[src/rtl/audio_pkg.sv]
// Shared audio-path constants and types used by the mic capture and metering blocks.
package audio_pkg;
  localparam int MIC_W          = 12;
  localparam int MIC_MID        = 2048;
  localparam int SAMPLE_RATE_HZ = 20000;

  localparam int LEVELS_DEF = 16;
  localparam int LVL_W_DEF  = $clog2(LEVELS_DEF);
  typedef logic [LVL_W_DEF-1:0] level_t;

  typedef enum logic {
    HOLDING  = 1'b0,
    DECAYING = 1'b1
  } hold_state_e;
endpackage

[src/rtl/level_quantizer.sv]
// Maps a window peak onto a saturated level index above the noise floor.
module level_quantizer #(
  parameter  int SAMPLE_W   = 12,
  parameter  int FLOOR      = 2048,
  parameter  int STEP_SHIFT = 7,
  parameter  int LEVELS     = 16,
  localparam int LVL_W      = $clog2(LEVELS)
) (
  input  logic [SAMPLE_W-1:0] i_pk,
  output logic [LVL_W-1:0]    o_lv
);
  localparam logic [SAMPLE_W:0] C_FLOOR = (SAMPLE_W+1)'(FLOOR);
  localparam logic [SAMPLE_W:0] C_MAX   = (SAMPLE_W+1)'(LEVELS-1);

  logic [SAMPLE_W:0] w_pk;
  logic [SAMPLE_W:0] w_diff;
  logic [SAMPLE_W:0] w_step;

  // One extra bit so a peak below the floor is caught by the compare, not wrapped.
  assign w_pk   = {1'b0, i_pk};
  assign w_diff = w_pk - C_FLOOR;
  assign w_step = w_diff >> STEP_SHIFT;

  always_comb begin
    if (w_pk <= C_FLOOR)     o_lv = '0;
    else if (w_step > C_MAX) o_lv = C_MAX[LVL_W-1:0];
    else                     o_lv = w_step[LVL_W-1:0];
  end
endmodule

[src/rtl/volume_meter.sv]
// Windowed peak volume meter: accumulates mic peaks, publishes a quantised level,
// keeps a decaying peak-hold marker and drives a bar/dot LED pattern.
//   state    | meaning
//   HOLDING  | hold marker fresh, timer counting published windows
//   DECAYING | timer saturated, marker drops one level per published window
module volume_meter
  import audio_pkg::*;
#(
  parameter  int SAMPLE_W     = MIC_W,
  parameter  int WINDOW       = SAMPLE_RATE_HZ / 5,
  parameter  int LEVELS       = 16,
  parameter  int FLOOR        = MIC_MID,
  parameter  int STEP_SHIFT   = 7,
  parameter  int HOLD_WINDOWS = 5,
  localparam int LVL_W        = $clog2(LEVELS)
) (
  input  logic                CLK,
  input  logic                reset_n,
  input  logic                sample_valid,
  input  logic [SAMPLE_W-1:0] mic_sample,
  input  logic                freeze,
  input  logic                dot_mode,
  output logic [LVL_W-1:0]    level,
  output logic [LVL_W-1:0]    hold_level,
  output logic [LEVELS-1:0]   bar,
  output logic                update
);
  localparam int CNT_W = $clog2(WINDOW);
  localparam int TMR_W = $clog2(HOLD_WINDOWS + 1);
  localparam logic [CNT_W-1:0] C_LAST    = CNT_W'(WINDOW - 1);
  localparam logic [TMR_W-1:0] C_TMR_SAT = TMR_W'(HOLD_WINDOWS - 1);
  localparam hold_state_e      S_FRESH   = (HOLD_WINDOWS > 1) ? HOLDING : DECAYING;

  logic [SAMPLE_W-1:0] r_acc;
  logic [CNT_W-1:0]    r_cnt;
  logic [SAMPLE_W-1:0] r_pk;
  logic                r_pk_vld;
  logic [LVL_W-1:0]    r_level;
  logic [LVL_W-1:0]    r_hold;
  logic [TMR_W-1:0]    r_timer;
  hold_state_e         r_state;
  logic                r_update;

  logic [SAMPLE_W-1:0] w_max;
  logic [LVL_W-1:0]    w_lv;
  logic [LEVELS-1:0]   w_bar;

  assign w_max = (mic_sample > r_acc) ? mic_sample : r_acc;

  always_ff @(posedge CLK or negedge reset_n) begin
    if (!reset_n) begin
      r_acc    <= '0;
      r_cnt    <= '0;
      r_pk     <= '0;
      r_pk_vld <= 1'b0;
    end else begin
      r_pk_vld <= 1'b0;
      if (sample_valid) begin
        if (r_cnt == C_LAST) begin
          r_pk     <= w_max;
          r_pk_vld <= 1'b1;
          r_acc    <= '0;
          r_cnt    <= '0;
        end else begin
          r_acc <= w_max;
          r_cnt <= r_cnt + 1'b1;
        end
      end
    end
  end

  level_quantizer #(
    .SAMPLE_W  (SAMPLE_W),
    .FLOOR     (FLOOR),
    .STEP_SHIFT(STEP_SHIFT),
    .LEVELS    (LEVELS)
  ) u_quant (
    .i_pk(r_pk),
    .o_lv(w_lv)
  );

  // A frozen result is dropped entirely, so the hold timer only ages on published windows.
  always_ff @(posedge CLK or negedge reset_n) begin
    if (!reset_n) begin
      r_level  <= '0;
      r_hold   <= '0;
      r_timer  <= '0;
      r_state  <= S_FRESH;
      r_update <= 1'b0;
    end else begin
      r_update <= 1'b0;
      if (r_pk_vld && !freeze) begin
        r_level  <= w_lv;
        r_update <= 1'b1;
        if (w_lv >= r_hold) begin
          r_hold  <= w_lv;
          r_timer <= '0;
          r_state <= S_FRESH;
        end else if (r_state == HOLDING) begin
          r_timer <= r_timer + 1'b1;
          if (r_timer + 1'b1 == C_TMR_SAT) r_state <= DECAYING;
        end else begin
          r_hold <= (r_hold != '0) ? r_hold - 1'b1 : '0;
        end
      end
    end
  end

  always_comb begin
    w_bar = '0;
    for (int i = 0; i < LEVELS; i++) begin
      if (dot_mode) w_bar[i] = (i == int'(r_level));
      else          w_bar[i] = (i < int'(r_level)) || ((i == int'(r_hold)) && (r_hold != '0));
    end
  end

  assign level      = r_level;
  assign hold_level = r_hold;
  assign bar        = w_bar;
  assign update     = r_update;
endmodule

[config.mk]
export PLATFORM = sky130hd
export DESIGN_NAME = volume_meter
export DESIGN_NICKNAME = d
export VERILOG_FILES = /design/src/rtl/audio_pkg.sv /design/src/rtl/level_quantizer.sv /design/src/rtl/volume_meter.sv
export SDC_FILE = /design/constraint.sdc
export NUM_CORES = 1
export LEC_CHECK = 0
export BUFFER_PORTS_ARGS = -buffer_cell sky130_fd_sc_hd__buf_2
export CAP_MARGIN = 20
export CORE_AREA = 2 2 53 104
export DETAILED_ROUTE_END_ITERATION = 8
export DIE_AREA = 0 0 55 106
export MAX_ROUTING_LAYER = met4
export PLACE_DENSITY_LB_ADDON = 0.1
export SYNTH_ARGS = -nofsm -noshare
export SYNTH_HDL_FRONTEND = slang
export SYNTH_SLANG_ARGS = --single-unit
[constraint.sdc]
create_clock -name CLK -period 2.7 [get_ports CLK]
set_input_delay 0.54 -clock CLK [delete_from_list [all_inputs] [get_ports CLK]]
set_output_delay 0.54 -clock CLK [all_outputs]
set_load 0.03 [all_outputs]
==> flow_summary_export.csv <==
group,metric,value,unit
floorplanning,die_y,106,um
critical_path,critPathRequiredTime,2.16,ns
routing,route.detailed.vias_per_inst,5.98,
logic_synthesis,syn_area_per_cell,8.59,sq um
sta,finalCriticalPeriod,2.45,ns
logic_synthesis,synth_area_leader_cell,"sky130_fd_sc_hd__dfrtp_1",
floorplanning,floorplan.die.width,55,um
floorplanning,start_util,54.0,%
logic_synthesis,synth_commonest_cells,"43 x sky130_fd_sc_hd__dfrtp_1, 29 x sky130_fd_sc_hd__nand2_1, 29 x sky130_fd_sc_hd__nor2_1, 22 x sky130_fd_sc_hd__inv_1, 19 x sky130_fd_sc_hd__ha_1",
floorplanning,ioPinCount,42,
logic_synthesis,post_synth_inst_count,320,
sta,fin_crit_sh,90.6,%
logic_synthesis,ys_seq_elements,43,
global_routing,global_route_wire_length_before_repair,10300,um
cells_and_area,syn_to_final_growth,12.1,%
critical_path,crit_path_end_kind,"output port",
floorplanning,core.rowCount,37,
routing,wl_per_cell,15.7,um
power_and_ir_drop,total_power,1.76,mW
logic_synthesis,synthesized_netlist_net_count,356,
cells_and_area,final_layout_size_suffix_gt1_share,16.9,%
logic_synthesis,synthArstFlopShare,100,%
clock_tree,htree_depth,2,
sta,final.setup_skew,0.00717,ns
global_routing,grt_use_total,24.8,%
critical_path,r2r_end,"hold_level[1]$_DFFE_PN0P_",
sta,tightest_slew,0.490,ns
cells_and_area,fillerInstances,491,
critical_path,cp-startpoint,"level[2]$_DFFE_PN0P_",
clock_tree,number_of_hold_buffers_added_after_cts,0,
sta,timing.final.setup_violations,0,
critical_path,worst_setup_path_start_kind,"flop",
global_routing,globalRoute.totalOverflow,0,
floorplanning,core_area,5090,sq um
sta,fin_setup_tns,0,ns
logic_synthesis,ys.warnings.count,0,
logic_synthesis,netlist-cell-type-count,46,
min_path,min-delay-path-class,"in2async",
global_routing,grt_max_degree,22,
critical_path,regToRegStartpoint,"r_pk[11]$_DFFE_PN0P_",
routing,dr_total_vias,2474,
clock_tree,cts_resized,0,
clock_tree,cts_made_buffers,5,
logic_synthesis,yosysMostFrequentCell,"sky130_fd_sc_hd__dfrtp_1",
clock_tree,worst_setup_hold_path_clk_slew,0.07,ns
place,number_of_i_o_port_buffers,41,
sta,max_slew_violation_count,0,
floorplanning,floorplan.die_area,5830,sq um
place,gp_routability_congestion,0.842,
run_status,status,"completed",
critical_path,reg2reg_slack,0.46,ns
clock_tree,cts_num_sinks,43,
power_and_ir_drop,power_per_cell_area,570,nW/um^2
routing,route.detailed.drc,0,
logic_synthesis,ys_seq_area_share,39.1,%
critical_path,worstSetupPathType,"reg2out",
clock_tree,cts_tree,"done",
job,drv_cap,0,
global_routing,antenna_found_initial,0,
clock_tree,clock_tree.buffer_depth,2,
logic_synthesis,synth_enable_flop_cells,0,
sta,finalHoldViolations,0,
place,detailed_place_hpwl,4940,um
critical_path,worst_setup_path_endpoint,"bar[15]",
cells_and_area,diodes,0,
critical_path,ff2ff_path_depth,8,
routing,antenna_violating_nets_post_route,0,
sta,max_slew_margin,67.3,%
sta,maxClockFrequency,409,MHz
logic_synthesis,ys.flop_type,"sky130_fd_sc_hd__dfrtp_1",
logic_synthesis,mappedNetlistArea,2750,sq um
critical_path,timing.critical_path.arrival,1.91,ns
power_and_ir_drop,max-vdd-ir-drop,543,uV
global_routing,grt_pass1_vias,2257,
logic_synthesis,synth_top_area_share,39.1,%
clock_tree,clk-insertion-delay-late,0.29,ns
cells_and_area,fin_nets,391,
clock_tree,cts_setup_buffers,0,
routing,drt_pre_antenna_iters,5,
clock_tree,ctsRootBufferMaster,"sky130_fd_sc_hd__clkbuf_8",
routing,drc_violation_total_after_the_first_tritonroute_iteration,84,
routing,wirelength,6520,um
sta,grt_setup_unrepaired,"false",
logic_synthesis,synth_area_leaders,"sky130_fd_sc_hd__dfrtp_1 39%, sky130_fd_sc_hd__ha_1 8.6%, sky130_fd_sc_hd__a22o_1 4.8%",
critical_path,critPathMaxFanout,15,
power_and_ir_drop,leakagePower,1.56,nW
## worst min-delay path by stage
stage | from | to | slack, ns | cells past startpoint
after global routing | reset_n | level[2]$_DFFE_PN0P_ | 0.23 | 1
after CTS | reset_n | r_cnt[3]$_DFFE_PN0P_ | 0.20 | 1
final | reset_n | r_cnt[3]$_DFFE_PN0P_ | 0.19 | 1
after global placement | r_cnt[4]$_DFFE_PN0P_ | r_cnt[4]$_DFFE_PN0P_ | 0.46 | 1
after detailed placement | r_cnt[4]$_DFFE_PN0P_ | r_cnt[4]$_DFFE_PN0P_ | 0.46 | 1
after floorplan | reset_n | hold_level[0]$_DFFE_PN0P_ | 0.24 | 0
## registers in the layout, indices dropped and copies added, names as in the netlist
register,count
hold_level,4
level,4
r_acc,12
r_cnt,12
r_pk,5
r_pk_vld,1
r_state,1
r_timer,3
update,1
## per-layer routing
layer / wire length (um) / up-vias / global-route usage, %
met3: 229 / 12 / 2.11
li1: - / 1207 / -
met5: 0 / - / -
met2: 3730 / 73 / 46.6
met1: 2410 / 1182 / 24.3
met4: 149 / 0 / 9.06
## stage by stage
stage,cell area (sq um),hold slack [ns],instances,setup WS [ns],util [%]
after floorplan,2750,0.244,320,0.131,-
after global placement,3000,0.464,406,0.406,58.9
after detailed placement,3000,0.465,406,0.350,58.9
after CTS,3080,0.201,414,0.256,60.5
after global routing,3080,0.225,414,0.112,60.5
final,3080,0.194,414,0.253,60.5
## logic make-up (layout without fill, tap and decap cells)
group / Yosys count / in the layout / synth area share, %
adders and majority gates: 19 / 19 / 8.64
muxes: 4 / 4 / 1.55
DFF: 43 / 43 / 39.1
AOI/OAI and AO/OA: 85 / 85 / 20.9
xor gates and xnor gates: 11 / 11 / 3.50
and+or+nand+nor: 112 / 112 / 19.6
buffers and inverters: 46 / 82 / 6.69
## cell usage in the layout, fill, tap and decap left out, types with 3 or more instances in the layout
cell                       netlist  routed
sky130_fd_sc_hd__buf_4           0       9
sky130_fd_sc_hd__buf_2           3      41
sky130_fd_sc_hd__a22o_1         15      15
sky130_fd_sc_hd__o32ai_1         3       3
sky130_fd_sc_hd__nor2_1         29      29
sky130_fd_sc_hd__nand2_1        29      29
sky130_fd_sc_hd__a21o_1          6       6
sky130_fd_sc_hd__nand3_1        13      13
sky130_fd_sc_hd__nor3_1         14      14
sky130_fd_sc_hd__nand2b_1        4       4
sky130_fd_sc_hd__xor2_1          6       6
sky130_fd_sc_hd__a21oi_1        16      16
sky130_fd_sc_hd__o22ai_1         9       9
sky130_fd_sc_hd__nand4_1         8       8
sky130_fd_sc_hd__ha_1           19      19
sky130_fd_sc_hd__xnor2_1         5       5
sky130_fd_sc_hd__a31oi_1         4       4
sky130_fd_sc_hd__dfrtp_1        43      43
sky130_fd_sc_hd__clkbuf_8        0       5
sky130_fd_sc_hd__o21ai_0        18      18
sky130_fd_sc_hd__nor2b_1         4       4
sky130_fd_sc_hd__inv_1          22      22
## final cells by class
type | instances | area [sq um] | area share, %
Clock buffer | 7 | 76.3 | 2.48
Inverter | 24 | 90.1 | 2.92
Clock inverter | 1 | 5.00 | 0.162
Tap cell | 58 | 72.6 | 2.35
Multi-Input combinational cell | 231 | 1490 | 48.3
Sequential cell | 43 | 1080 | 34.9
Timing Repair Buffer | 50 | 273 | 8.85
## worst max-delay path, cell delays in order, from the launching register on
cell	delay, ns
sky130_fd_sc_hd__dfrtp_1	0.65
sky130_fd_sc_hd__nand2_1	0.27
sky130_fd_sc_hd__nor2_1	0.23
sky130_fd_sc_hd__nand3_1	0.10
sky130_fd_sc_hd__o41ai_1	0.09
sky130_fd_sc_hd__buf_2	0.26
## report_power, final
| group | switching [mW] | total, mW | internal, mW |
|---|---|---|---|
| Sequential | 0.111 | 0.877 | 0.766 |
| Clock | 0.216 | 0.398 | 0.182 |
| Combinational | 0.249 | 0.483 | 0.234 |
(Power assumes the default switching activity.)
